## config.mk

```make
export PLATFORM = sky130hd
export DESIGN_NAME = conv_loop_ctrl
export DESIGN_NICKNAME = d
export VERILOG_FILES = /design/src/rtl/conv_loop_ctrl.sv
export SDC_FILE = /design/constraint.sdc
export NUM_CORES = 1
export LEC_CHECK = 0
export BUFFER_PORTS_ARGS = -buffer_cell sky130_fd_sc_hd__buf_4
export CAP_MARGIN = 20
export CORE_MARGIN = 10
export CORE_UTILIZATION = 40
export DETAILED_ROUTE_END_ITERATION = 8
export GPL_TIMING_DRIVEN = 0
export PLACE_DENSITY_LB_ADDON = 0.12
export REMOVE_ABC_BUFFERS = 1
export SLEW_MARGIN = 20
export SYNTH_ARGS = -nofsm -noshare
export SYNTH_HDL_FRONTEND = slang
export SYNTH_SLANG_ARGS = --single-unit
```

## constraint.sdc

```tcl
create_clock -name clk -period 2.4 [get_ports clk]
set_input_delay 0.12 -clock clk [delete_from_list [all_inputs] [get_ports clk]]
set_output_delay 0.12 -clock clk [all_outputs]
set_load 0.005 [all_outputs]
```

## src/rtl/conv_loop_ctrl.sv

```systemverilog
// conv_loop_ctrl
// ---------------------------------------------------------------------------
// Loop-nest sequencer for a convolution datapath. A job walks the index
// tuple (ch, row, col) col-fastest through COL_DEPTH*ROW_DEPTH*CH_DEPTH
// beats. It then waits PIPE_LAT drain cycles for the datapath to empty and
// raises a sticky done flag until software acknowledges it.
//
// Ports
//   clk           : single clock, rising edge
//   global_rst_n  : asynchronous active-low reset (release synchronised outside)
//   i_start       : start a job (looked at in IDLE only)
//   user_reset    : acknowledge and clear done (looked at in DONE only)
//   i_abort       : synchronous abort back to IDLE, highest priority
//   i_stall       : datapath back-pressure (see CONV_LOOP_CTRL_STALL_EN)
//   o_col/o_row/o_ch : registered loop indices, IDX_WIDTH bits each
//   o_valid       : index tuple is issued this cycle
//   o_last        : issued tuple is the final one of the job
//   o_busy        : block is in RUN or DRAIN
//   o_done        : sticky, registered job-complete flag
//
// Configuration macro
//   CONV_LOOP_CTRL_STALL_EN : when defined, i_stall holds the index walk.
//                             When undefined, i_stall is ignored and RUN
//                             issues a beat every cycle.
// ---------------------------------------------------------------------------
module conv_loop_ctrl #(
    parameter int COL_DEPTH = 4,
    parameter int ROW_DEPTH = 3,
    parameter int CH_DEPTH  = 2,
    parameter int IDX_WIDTH = 4,
    parameter int PIPE_LAT  = 3
) (
    input  logic                 clk,
    input  logic                 global_rst_n,
    input  logic                 i_start,
    input  logic                 user_reset,
    input  logic                 i_abort,
    input  logic                 i_stall,
    output logic [IDX_WIDTH-1:0] o_col,
    output logic [IDX_WIDTH-1:0] o_row,
    output logic [IDX_WIDTH-1:0] o_ch,
    output logic                 o_valid,
    output logic                 o_last,
    output logic                 o_busy,
    output logic                 o_done
);

    typedef enum logic [1:0] {
        IDLE  = 2'd0,
        RUN   = 2'd1,
        DRAIN = 2'd2,
        DONE  = 2'd3
    } state_t;

    localparam logic [IDX_WIDTH-1:0] COL_MAX = IDX_WIDTH'(COL_DEPTH - 1);
    localparam logic [IDX_WIDTH-1:0] ROW_MAX = IDX_WIDTH'(ROW_DEPTH - 1);
    localparam logic [IDX_WIDTH-1:0] CH_MAX  = IDX_WIDTH'(CH_DEPTH - 1);

    // The drain counter only has to reach PIPE_LAT-1; keep at least one bit
    // so the PIPE_LAT==0 build still elaborates (the counter is then unused).
    localparam int                  DRAIN_W   = (PIPE_LAT > 1) ? $clog2(PIPE_LAT) : 1;
    localparam logic [DRAIN_W-1:0]  DRAIN_MAX = DRAIN_W'((PIPE_LAT > 0) ? PIPE_LAT - 1 : 0);

    state_t               state_q, state_d;
    logic [IDX_WIDTH-1:0] col_q, col_d;
    logic [IDX_WIDTH-1:0] row_q, row_d;
    logic [IDX_WIDTH-1:0] ch_q, ch_d;
    logic [DRAIN_W-1:0]   drainCnt_q, drainCnt_d;
    logic                 done_q, done_d;

    logic stallEff;
    logic colWrap;
    logic rowWrap;
    logic chWrap;

    // Back-pressure is only honoured in the stall-enabled build; otherwise
    // the port stays for pin compatibility and is tied off here.
`ifdef CONV_LOOP_CTRL_STALL_EN
    assign stallEff = i_stall;
`else
    logic unusedStall;
    assign unusedStall = i_stall;
    assign stallEff    = 1'b0;
`endif

    assign colWrap = (col_q == COL_MAX);
    assign rowWrap = (row_q == ROW_MAX);
    assign chWrap  = (ch_q == CH_MAX);

    // Handshake outputs are decoded straight from the registered state so a
    // stall suppresses the beat in the same cycle it is raised.
    assign o_valid = (state_q == RUN) && !stallEff;
    assign o_last  = o_valid && colWrap && rowWrap && chWrap;
    assign o_busy  = (state_q == RUN) || (state_q == DRAIN);
    assign o_col   = col_q;
    assign o_row   = row_q;
    assign o_ch    = ch_q;
    assign o_done  = done_q;

    // Next-state logic: abort overrides everything, then each state looks
    // only at its own qualifying input (start in IDLE, ack in DONE). The
    // last beat clears the indices so the next job starts from zero.
    always_comb begin
        state_d    = state_q;
        col_d      = col_q;
        row_d      = row_q;
        ch_d       = ch_q;
        drainCnt_d = drainCnt_q;

        if (i_abort) begin
            state_d    = IDLE;
            col_d      = '0;
            row_d      = '0;
            ch_d       = '0;
            drainCnt_d = '0;
        end else begin
            unique case (state_q)
                IDLE: begin
                    if (i_start) begin
                        state_d = RUN;
                        col_d   = '0;
                        row_d   = '0;
                        ch_d    = '0;
                    end
                end
                RUN: begin
                    if (o_valid) begin
                        if (o_last) begin
                            col_d      = '0;
                            row_d      = '0;
                            ch_d       = '0;
                            drainCnt_d = '0;
                            state_d    = (PIPE_LAT == 0) ? DONE : DRAIN;
                        end else if (colWrap) begin
                            col_d = '0;
                            if (rowWrap) begin
                                row_d = '0;
                                ch_d  = ch_q + IDX_WIDTH'(1);
                            end else begin
                                row_d = row_q + IDX_WIDTH'(1);
                            end
                        end else begin
                            col_d = col_q + IDX_WIDTH'(1);
                        end
                    end
                end
                DRAIN: begin
                    // Drain time is fixed by pipeline depth, so stall is
                    // deliberately not consulted here.
                    if (drainCnt_q == DRAIN_MAX) begin
                        drainCnt_d = '0;
                        state_d    = DONE;
                    end else begin
                        drainCnt_d = drainCnt_q + DRAIN_W'(1);
                    end
                end
                DONE: begin
                    if (user_reset) begin
                        state_d = IDLE;
                    end
                end
                default: begin
                    state_d = IDLE;
                end
            endcase
        end

        // Done is a registered copy of "we are in DONE next cycle", which
        // makes it rise on DONE entry and drop on ack or abort.
        done_d = (state_d == DONE);
    end

    // State and index registers, cleared asynchronously by global reset.
    always_ff @(posedge clk or negedge global_rst_n) begin
        if (!global_rst_n) begin
            state_q    <= IDLE;
            col_q      <= '0;
            row_q      <= '0;
            ch_q       <= '0;
            drainCnt_q <= '0;
            done_q     <= 1'b0;
        end else begin
            state_q    <= state_d;
            col_q      <= col_d;
            row_q      <= row_d;
            ch_q       <= ch_d;
            drainCnt_q <= drainCnt_d;
            done_q     <= done_d;
        end
    end

endmodule
```

-- Word level (Yosys, flattened, before mapping)
Index checks and enable logic that the tools add are counted.
- logic and storage cells: 58
- bits in registers: 17
- bits of input ports: 6
- mux-type cells: 25
- reductions and logical operators: 11
- add/subtract/negate cells: 4
- equality and inequality tests: 12
- operators with widths (cell ; count):
    $mux W4 ; 12
    $pmux W4 S2 ; 3
    $mux W2 ; 8
    $add A4 B1 Y4 const B ; 3
    $eq A2 B2 Y1 const B ; 4
    $eq A4 B2 Y1 const B ; 2
    $ne A4 B2 Y1 const B ; 2
    $pmux W2 S4 ; 1
    $reduce_bool A3 Y1 ; 2
    $eq A4 B1 Y1 const B ; 1
    $pmux W2 S2 ; 1
    $reduce_and A2 Y1 ; 2
    $reduce_and A4 Y1 ; 1
    $logic_and A1 B1 Y1 ; 3
    $ne A3 B2 Y1 const B ; 1
    $ne A3 B3 Y1 const B ; 1
    $reduce_and A3 Y1 ; 1
    $add A2 B1 Y2 const B ; 1
    $eq A2 B1 Y1 const B ; 1
    $logic_not A2 Y1 ; 1
    $logic_or A1 B1 Y1 ; 1

-- Depth between registers and ports, before layout
- depth after elaboration: 8
- gate-level depth with buffers: 7
- mapped depth without buffers: 6

-- Worst setup path after synthesis
OpenSTA, ideal clock, no wires.
- kind: reg2reg
- from: register row_q[0], in the netlist o_row[0]
- to: register done_q, in the netlist o_done
- slack: 0.612 ns
- stages on the path, launching flop included: 7
- data arrival time: 1.650 ns
- buffers on the path: 0
- period minus slack after synthesis: 1.788 ns
- library setup time: 0.138 ns
- cell sequence: dfrtp_1 > inv_1 > ha_1 > or3b_1 > o31a_1 > o21ai_0 > a221oi_1
- longest elaborated chain between the ends: 7
- RTL lines (element ; RTL line ; text):
    from (decl) ; 66 ; logic [IDX_WIDTH-1:0] row_q, row_d;
    from (signal assigned) ; 185 ; row_q <= row_d;
    $eq A4 B2 Y1 ; 87 ; assign rowWrap = (row_q == ROW_MAX);
    $logic_and A1 B1 Y1 (2 in a row) ; 93 ; assign o_last = o_valid && colWrap && rowWrap && chWrap;
    $mux W2 ; 128 ; if (o_last) begin
    $pmux W2 S4 ; 117 ; unique case (state_q)
    $mux W2 ; 110 ; if (i_abort) begin
    $eq A2 B2 Y1 ; 170 ; done_d = (state_d == DONE);
    net done_d ; 69 ; logic done_q, done_d;
    to (signal assigned) ; 188 ; done_q <= done_d;
    to (decl) ; 69 ;
The timed path passes the listed nets, and every way through them passes these cells.
A chain may end at the register's enable or synchronous reset.

-- Worst setup path after layout
- from: register state_q[1]
- to: register row_q[3], in the netlist o_row[3]
- longest elaborated chain between the ends: 7
- elaborated cells between the ends (all ways): 12
- those cells by class: eq/ne: 3; mux: 3; reduce/logical: 6
- RTL lines (element ; RTL line ; text):
    from (decl) ; 64 ; state_t state_q, state_d;
    from (signal assigned) ; 183 ; state_q <= state_d;
    $eq A2 B1 Y1 ; 92, 117 ;
    $logic_and A1 B1 Y1 (3 in a row) ; 93 ;
    $mux W4 ; 128 ;
    $pmux W4 S2 ; 117 ;
    $mux W4 ; 110 ;
Parallel ways exist; a longest one is shown, timed or not.

==> results.md <==
* Leak at 0.625 nW
* Final Max Tran Viols at 0
* Post-Synth Adder-Cell Area at 10.3%
* Fmax at 0.463 GHz
* Post-detail-place hpwl at 1880 µm
* Part of the Yosys area used for sequential elements at 38.9%
* Area Overhead vs Synth at 19.2%
* Sw Pwr at 0.202 mW
* Post-layout util at 51.3%
* TritonRoute pass-1 iters at 4
* Fin crit share at 89.9%
* CTS tree: built
* DRC violations left at 0
* Mux share of post-synthesis cell area at 1.94%
* Commonest non-fill, non-tap cell in the layout: buf_4
* Unrepaired setup endpoints after global routing: no
* Hold Crit Endpoint: drainCnt_q[0]$_DFFE_PN0P_
* Final Skew at 0.00502 ns
* Worst Hold Launch: i_abort
* Number of synthesized register bits at 17
* RR Endpoint: o_row[3]$_DFFE_PN0P_
* Drt total wl at 2500 µm
* Core ar. at 2540 µm²
* Die width at 72.3 µm
* Vias in the first global route at 924
* Hold crit path type: in -> reg
* Gate Count Post-Synth at 114
* Via count at 945
* Detailed-route wire length per cell at 15.1 µm
* Pint at 0.439 mW
* Critical path class: reg -> reg
* Buffer count from post-CTS setup fixing at 0
* Clk Latency, worst-skew pair at 0.29 ns
* Clock transition at path regs at 0.10 ns
* Mean post-synth cell area at 9.60 µm²
* Sw Share at 31.5%
* Global-route congestion overflow total at 0
* CTS buffer count at 3
* Fillers at 243
* Clock share of power at 24.3%
* Worst-margin pin slew at 0.644 ns
* H-tree Lvls at 1
* Rows at 18
* Synth Warn # at 0
* Worst EP required at 2.62 ns
* Worst Hold Path Cells at 2
* Simple-Gate Fraction of Synth Area at 23.1%
* Clock tree buffer depth at 2
* Largest net degree at the start of global routing at 18
* Cts hold-fix bufs at 1
* Min cycle time layout at 2.16 ns
* Area of the mapped netlist at 1090 µm²
* 1st-iter DRT viols at 51
* Crit. End Element: flop
* Die Area at 5230 µm²
* Die Height at 72.3 µm
* Final hold violation count at 0
* First-pass GRT wire length at 4280 µm
* # port buffers at 20
* Post-synthesis compound-gate area fraction at 22.5%
* CTS-repair resized insts at 0
* Initial antenna violation count at 0
* Largest family of logic cells by synthesized area: simple AND/OR/NAND/NOR gates
* Final setup viols at 0
* Starting Density at 43.0%
* Total track usage at 9.81%
* Final #Nets at 152
* Multi-input logic area at 633 µm²
* Max cap viols at 0
* Slew headroom at 56.9%
* Root buf cell: clkbuf_4
* Reg2reg start: state_q[1]$_DFF_PN0_
* Post-Synth XOR/XNOR Area at 0%
* Combinational fraction of design power at 26.8%
* Diodes inserted at 0
* Setup_tns at 0 ns
* Clock sink total at 17
* CP max FO at 11
* Gp weighted congestion at 0.763
* Antenna Violating Nets Remaining at 0
* Pwr/cell area at 491 nW/µm²
* Share of post-route cells with drive strength above 1 at 22.8%
* Max VDD drop at 308 µV
* Netlist cell types at 37
* WP data arrival at 2.37 ns
* Num ports at 22
* Sequential Area at 425 µm²
* Sequential Power Share at 49.0%
* Via-per-instance ratio at 5.69
* Flop-to-flop setup slack at 0.24 ns
* Status: completed
* Cell count of the worst reg-to-reg path at 6
* Most frequent cells in the layout: 20 x buf_4, 17 x dfrtp_1, 14 x o21ai_0, 9 x ha_1, 7 x nand2_1
* Startpoint Class: flop
## metal layers
layer / wire [µm] / share of wire, % / track usage [%]
met2: 1160 / 46 / 15.2
met3: 149 / 6.0 / 2.59
met1: 1150 / 46 / 12.2
met4: 46 / 1.8 / 4.95
met5: 0 / 0 / 0
## state kept, by name (all words and copies together), names as in the netlist
name	flops
o_done	1
o_col	4
state_q	2
o_ch	4
o_row	4
drainCnt_q	2
## critical path, stage by stage, from the launching register on
cell and delay, ns:
dfrtp_1 0.43, inv_1 0.11, ha_1 0.24, mux2_2 0.39, nor2_1 0.51, or2_2 0.23
a21boi_0 0.17
## logic make-up (layout without fill, tap and decap cells)
| group | Yosys count | count (layout) |
|---|---|---|
| flops | 17 | 17 |
| simple gates | 40 | 40 |
| compound gates | 37 | 37 |
| buf+inv | 9 | 31 |
| mux | 2 | 2 |
| fa+ha+maj | 9 | 9 |
## metrics by stage
step	worst slack (ns)	total power, mW	instance area (µm²)	hold WS (ns)	instances
detailed placement	0.250	0.490	1270	-0.00129	161
CTS	0.220	0.647	1310	0.0387	166
global placement	0.295	0.489	1270	-0.000188	161
finish	0.242	0.641	1310	0.0416	166
floorplan	0.601	0.425	1080	-0.176	111
global route	0.0142	0.683	1310	0.0388	166
## final cells by class
type	count	area share [%]
tap	30	2.88
clock buffer	4	2.01
timing repair buffer	21	12.3
multi-input combinational	88	48.5
inverter	6	1.73
sequential	17	32.6
## synth_stat cells
cell type  number  area, µm²
a21boi_0        1       7.51
a21o_1          1       7.51
a21oi_1         5       25.0
a221oi_1        1       8.76
a221oi_2        1       15.0
a2bb2o_1        1       10.0
a31oi_1         4       25.0
a32o_1          1       10.0
and3_1          1       6.26
buf_2           2       10.0
clkbuf_1        1       3.75
dfrtp_1        17        425
ha_1            9        113
inv_1           6       22.5
mux2_2          1       11.3
mux2i_1         1       10.0
nand2_1         7       26.3
nand2b_1        4       25.0
nand3_1         2       10.0
nand3b_1        1       7.51
nand4_1         3       18.8
nor2_1          5       18.8
nor2b_1         5       31.3
nor3_4          1       16.3
nor3b_1         1       7.51
nor3b_2         2       25.0
nor4_1          1       6.26
o21ai_0        14       70.1
o21bai_1        1       7.51
o22ai_1         2       12.5
o22ai_2         1       12.5
o31a_1          1       8.76
o41ai_1         3       26.3
or2_2           1       6.26
or3_1           3       18.8
or3b_1          2       17.5
or3b_4          1       11.3
## power groups by stage
stage | sequential [mW] | combinational (mW) | clock (mW)
final | 0.314 | 0.172 | 0.156
after global routing | 0.317 | 0.194 | 0.171
after CTS | 0.314 | 0.173 | 0.160
after detailed placement | 0.320 | 0.170 | 0
after global placement | 0.320 | 0.170 | 0
after floorplan | 0.318 | 0.108 | 0
## worst max path at each step
stage,from,to,slack (ns),cells after the start
2_1_floorplan,state_q[0]$_DFF_PN0_,o_row[3]$_DFFE_PN0P_,0.60,6
3_3_place_gp,state_q[1]$_DFF_PN0_,o_row[3]$_DFFE_PN0P_,0.30,6
3_5_place_dp,state_q[1]$_DFF_PN0_,o_row[3]$_DFFE_PN0P_,0.25,6
4_1_cts,state_q[1]$_DFF_PN0_,o_row[3]$_DFFE_PN0P_,0.22,6
5_1_grt,state_q[0]$_DFF_PN0_,o_row[3]$_DFFE_PN0P_,0.01,6
6_report,state_q[1]$_DFF_PN0_,o_row[3]$_DFFE_PN0P_,0.24,6
Power figures use the tool's default switching activity.
